**src/rtl/button_debounce.sv**
```systemverilog
// Push-button conditioner: two-flop synchroniser, counter-based debounce,
// clean level plus press / release / long-press one-cycle pulses.
module button_debounce #(
   parameter int unsigned DEBOUNCE_CYCLES = 250000,
   parameter int unsigned LONG_CYCLES     = 25000000,
   parameter bit          ACTIVE_LOW      = 1'b1
) (
   input  logic clk,
   input  logic rst,
   input  logic btn_in,
   output logic btn_level,
   output logic press,
   output logic release_pulse,
   output logic long_press
);

   localparam int DW = $clog2(DEBOUNCE_CYCLES + 1);
   localparam int HW = (LONG_CYCLES == 0) ? 1
                                          : $clog2(LONG_CYCLES + 1);
   localparam logic [DW-1:0] DB_LAST   = DW'(DEBOUNCE_CYCLES - 1);
   localparam logic [HW-1:0] HOLD_LAST = HW'(LONG_CYCLES - 1);
   localparam bit            LONG_EN   = (LONG_CYCLES != 0);

   typedef enum logic [1:0] {
      RELEASED,
      PRESS_CHK,
      PRESSED,
      RELEASE_CHK
   } state_t;

   state_t        state, state_d;
   logic          sync1, sync2;
   logic          p;
   logic [DW-1:0] db_cnt, db_d;
   logic [HW-1:0] hold_cnt, hold_d;
   logic          long_fired, fired_d;
   logic          level_d, press_d, rel_d, long_d;

   // Reset to the idle pin level so reset never looks like a press.
   always_ff @(posedge clk or posedge rst) begin
      if (rst) begin
         sync1 <= ACTIVE_LOW;
         sync2 <= ACTIVE_LOW;
      end else begin
         sync1 <= btn_in;
         sync2 <= sync1;
      end
   end

   assign p = sync2 ^ ACTIVE_LOW;

   always_ff @(posedge clk or posedge rst) begin
      if (rst) begin
         state         <= RELEASED;
         db_cnt        <= '0;
         hold_cnt      <= '0;
         long_fired    <= 1'b0;
         btn_level     <= 1'b0;
         press         <= 1'b0;
         release_pulse <= 1'b0;
         long_press    <= 1'b0;
      end else begin
         state         <= state_d;
         db_cnt        <= db_d;
         hold_cnt      <= hold_d;
         long_fired    <= fired_d;
         btn_level     <= level_d;
         press         <= press_d;
         release_pulse <= rel_d;
         long_press    <= long_d;
      end
   end

   always_comb begin
      state_d = state;
      db_d    = db_cnt;
      hold_d  = hold_cnt;
      fired_d = long_fired;
      level_d = btn_level;
      press_d = 1'b0;
      rel_d   = 1'b0;
      long_d  = 1'b0;
      unique case (state)
         RELEASED: begin
            if (p) begin
               state_d = PRESS_CHK;
               db_d    = '0;
            end
         end
         PRESS_CHK: begin
            if (!p) begin
               state_d = RELEASED;
            end else if (db_cnt == DB_LAST) begin
               state_d = PRESSED;
               press_d = 1'b1;
               level_d = 1'b1;
               hold_d  = '0;
               fired_d = 1'b0;
            end else begin
               db_d = db_cnt + 1'b1;
            end
         end
         PRESSED: begin
            // A release beats a long press due on the same cycle.
            if (!p) begin
               state_d = RELEASE_CHK;
               db_d    = '0;
            end else if (LONG_EN && !long_fired) begin
               if (hold_cnt == HOLD_LAST) begin
                  long_d  = 1'b1;
                  fired_d = 1'b1;
               end else begin
                  hold_d = hold_cnt + 1'b1;
               end
            end
         end
         RELEASE_CHK: begin
            if (p) begin
               state_d = PRESSED;
            end else if (db_cnt == DB_LAST) begin
               state_d = RELEASED;
               rel_d   = 1'b1;
               level_d = 1'b0;
            end else begin
               db_d = db_cnt + 1'b1;
            end
         end
         default: state_d = RELEASED;
      endcase
   end

endmodule

```
**config.mk**
```make
export PLATFORM = sky130hd
export DESIGN_NAME = button_debounce
export DESIGN_NICKNAME = d
export VERILOG_FILES = /design/src/rtl/button_debounce.sv
export SDC_FILE = /design/constraint.sdc
export NUM_CORES = 1
export LEC_CHECK = 0
export CORE_MARGIN = 1
export CORE_UTILIZATION = 55
export DETAILED_ROUTE_END_ITERATION = 7
export PLACE_DENSITY = 0.72
export SLEW_MARGIN = 20
export SYNTH_ARGS = -nofsm -noshare
export SYNTH_HDL_FRONTEND = slang
export SYNTH_SLANG_ARGS = --single-unit
```
**constraint.sdc**
```tcl
create_clock -name clk -period 2.4 [get_ports clk]
set_input_delay 0.24 -clock clk [delete_from_list [all_inputs] [get_ports clk]]
set_output_delay 0.24 -clock clk [all_outputs]
set_load 0.02 [all_outputs]
```
==> impl_metrics.csv <==
group,metric,value,unit
outcome,outcome,"finished, final reports clean",
final_layout,reg_area,1300,um^2
final_layout,multiInputGateArea,1400,um^2
yosys,synthesized_nets,305,
routing,totalWireLength,5.60,mm
power,total_power_per_unit_cell_area,467,nW/um^2
power,static-leakage-power,1.37,nW
timing,setup_violations,0,
setup_path,start_kind,"register",
yosys,synth-async-reset-ratio,100,%
flow_run,drv_cap,0,
grt,grt_pass1_vias,2264,
clock_network,cts_buffers,5,
clock_network,clock-sinks,52,
yosys,syn_area,2800,um^2
timing,worst_slew_margin_rel,61.7,%
timing,final-hold-violation-count,0,
setup_path,timing.critical_path.required,2.60,ns
clock_network,clock_latency_on_the_worst_skew_pair,0.31,ns
floorplanning,placementRows,25,
clock_network,cts.repair_timing.setup_buffer_count,0,
yosys,ys_seq_elements,52,
final_layout,n_antenna_cell,0,
grt,globalRoute.totalOverflow,0,
yosys,synth_top_area_share,44.6,%
routing,drt.antenna.violating_nets,0,
yosys,synth_edf_count,0,
floorplanning,chipHeight,73.4,um
clock_network,h-tree-depth,2,
clock_network,ctsLongestPathBuffers,2,
grt,grt_pass1_wl,10.3,mm
floorplanning,start_util,58.2,%
floorplanning,design.die.area,5390,um^2
final_layout,area_delta_synth_final,9.86,%
final_layout,largest_register_ff_count,25,
grt,antenna_found_initial,0,
floorplanning,chipWidth,73.4,um
yosys,yosysWarningCount,0,
yosys,number_of_distinct_library_cells_after_synthesis,44,
yosys,ys_seq_area_share,46.5,%
grt,pin_count_of_the_biggest_net_entering_global_routing,28,
yosys,post_synth.cell_area_avg,9.35,um^2
routing,routedWlPerCell,14.7,um
timing,maxClockFrequency,0.451,GHz
yosys,ys.flop_type,"dfrtp_1",
timing,worst_clock_skew,0.0146,ns
routing,vias_per_cell,5.96,
yosys,netlist_top_cells_area,"dfrtp_1 45%, nand3_1 3.9%, o21ai_0 3.4%",
placement,cell_area_after_placement,2990,um^2
hold_path,hold_path.class,"in -> async",
clock_network,tritoncts,"built",
routing,drt-pass1-iter-count,4,
clock_network,ctsRootBufferMaster,"clkbuf_8",
setup_path,cp.arrival,2.42,ns
setup_path,end_kind,"register",
timing,timing.final.crit_period,2.22,ns
final_layout,top_register,"hold_cnt",
final_layout,post-route-cell-area,3080,um^2
yosys,synth_area_leader_cell,"dfrtp_1",
placement,globalplace.congestion,0.838,
final_layout,drive_above_1_share,7.96,%
grt,combined_global_route_utilization_of_all_metal_layers,24.8,%
setup_path,worst-setup-path-type,"reg -> reg",
timing,timing.setup.tns,0,ns
final_layout,reg_top3,"hold_cnt: 25 flops, db_cnt: 18 flops",
final_layout,final_net_count,318,
routing,drt-initial-drc-count,182,
routing,dr_total_vias,2270,
timing,final_max_slew_viol_count,0,
timing,share_of_the_clock_period_used_by_the_worst_path_after_layout,92.4,%
timing,grt_setup_unrepaired,"no",
setup_path,r2r_setup_slack,0.18,ns
final_layout,fill_cells,423,
timing,worst_slew_pin_slew,0.573,ns
floorplanning,placeableCoreArea,4820,um^2
timing,whs,0.300,ns
yosys,syn-instance-count,300,
power,worst_ir_drop_vdd,0.000338,V
floorplanning,boundaryPins,7,
clock_network,clkTransAtPathRegs,0.10,ns
placement,io_buffer_count,6,
routing,drc,0,
setup_path,maximum_fanout_count_along_the_critical_path,18,
placement,dpl.hpwl,3.94,mm
layer usage:
| metal | vias to the layer above | share of wire [%] | GRT usage (%) |
|---|---|---|---|
| li1 | 1134 | - | - |
| met1 | 1082 | 45 | 30.2 |
| met2 | 42 | 49 | 43.8 |
| met3 | 12 | 3.2 | 4.25 |
| met4 | 0 | 2.2 | 9.83 |
| met5 | - | 0 | 0 |
cells in the final DEF, fill, tap and decap left out, types with 3 or more instances in the layout:
cell,synthesis,routed
a21oi_1,15,15
buf_4,0,9
a211o_1,7,7
nand2_1,21,21
clkdlybuf4s50_1,0,6
nor4b_1,4,4
xnor2_1,10,10
nor2b_1,3,3
a22o_1,3,3
o21ai_0,19,19
nor4_1,8,8
clkbuf_8,0,5
xor2_1,4,4
a21o_1,8,7
nor3b_1,3,3
or3_1,15,15
nor2_1,19,19
and4_1,4,4
nand4_1,7,7
nor3_1,10,10
or4_1,6,5
dfrtp_1,50,50
inv_1,12,11
and3_1,9,9
nand3_1,22,22
o211ai_1,5,5
cell usage after synthesis, types with 2 or more instances:
cell,number
o21a_1,2
nor3_1,10
o2bb2ai_1,2
dfstp_2,2
nor4_1,8
and4_1,4
nor2b_1,3
nand2_1,21
a2bb2oi_1,2
or3_1,15
mux2i_1,2
xor2_1,4
ha_1,2
buf_6,2
xnor2_1,10
a22o_1,3
clkbuf_1,5
o21ai_0,19
buf_2,4
dfrtp_1,50
o211ai_1,5
o211a_1,2
nor3b_1,3
a21oi_1,15
or4_1,6
nand4_1,7
inv_1,12
and3_1,9
a21o_1,8
a211o_1,7
nor4b_1,4
nand3_1,22
nor2_1,19
worst paths after layout:
check | start | end | cells after the start
max | db_cnt[0] | hold_cnt[13] | 6
min | rst | hold_cnt[2] | 2
max reg2reg | db_cnt[0] | hold_cnt[13] | 6
min reg2reg | sync1 | sync2 | 0
max in group asynchronous | rst | sync1 | 3
min in group clk | btn_in | sync1 | 1
final cells by class:
cell class,instances,share of cell area (%)
Clock buffer,7,2.48
Clock inverter,1,0.162
Inverter,12,1.46
Multi-Input combinational cell,225,45.4
Sequential cell,52,42.3
Tap cell,67,2.72
Timing Repair Buffer,17,5.44
timing repair:
action                                  4_1_cts  5_1_grt
resized for setup                             0        2
endpoints found under the setup margin        0        6
hold buffers                                  0        0
hold endpoints to repair                      0        0
through the flow:
stage	setup WS [ns]	power (mW)	cells	util [%]
global route	0.0587	1.51	381	63.9
detailed placement	0.147	0.979	373	62.2
finish	0.182	1.44	381	63.9
floorplan	0.253	0.954	300	-
global placement	0.155	0.978	373	62.2
CTS	0.107	1.47	381	63.8
power breakdown:
group	internal, mW	leakage (nW)	total, mW	switching [mW]
Sequential	0.888	0.715	0.901	0.0125
Combinational	0.0225	0.610	0.0598	0.0373
Clock	0.205	0.0422	0.479	0.274
Total	1.12	1.37	1.44	0.324
logic make-up after synthesis:
group	synth area share, %
fa+ha+maj	0.892
simple gates	27.4
buf+inv	3.79
flops	46.5
mux	0.714
xor+xnor	4.37
compound gates	16.3
worst max-delay path: stages (launching register included):
cell     delay, ns
dfrtp_1       0.41
ha_1          0.22
nand3_1       0.12
or3_1         0.41
or3_4         0.39
and2_4        0.25
a211o_1       0.31
(Power assumes the default switching activity.)
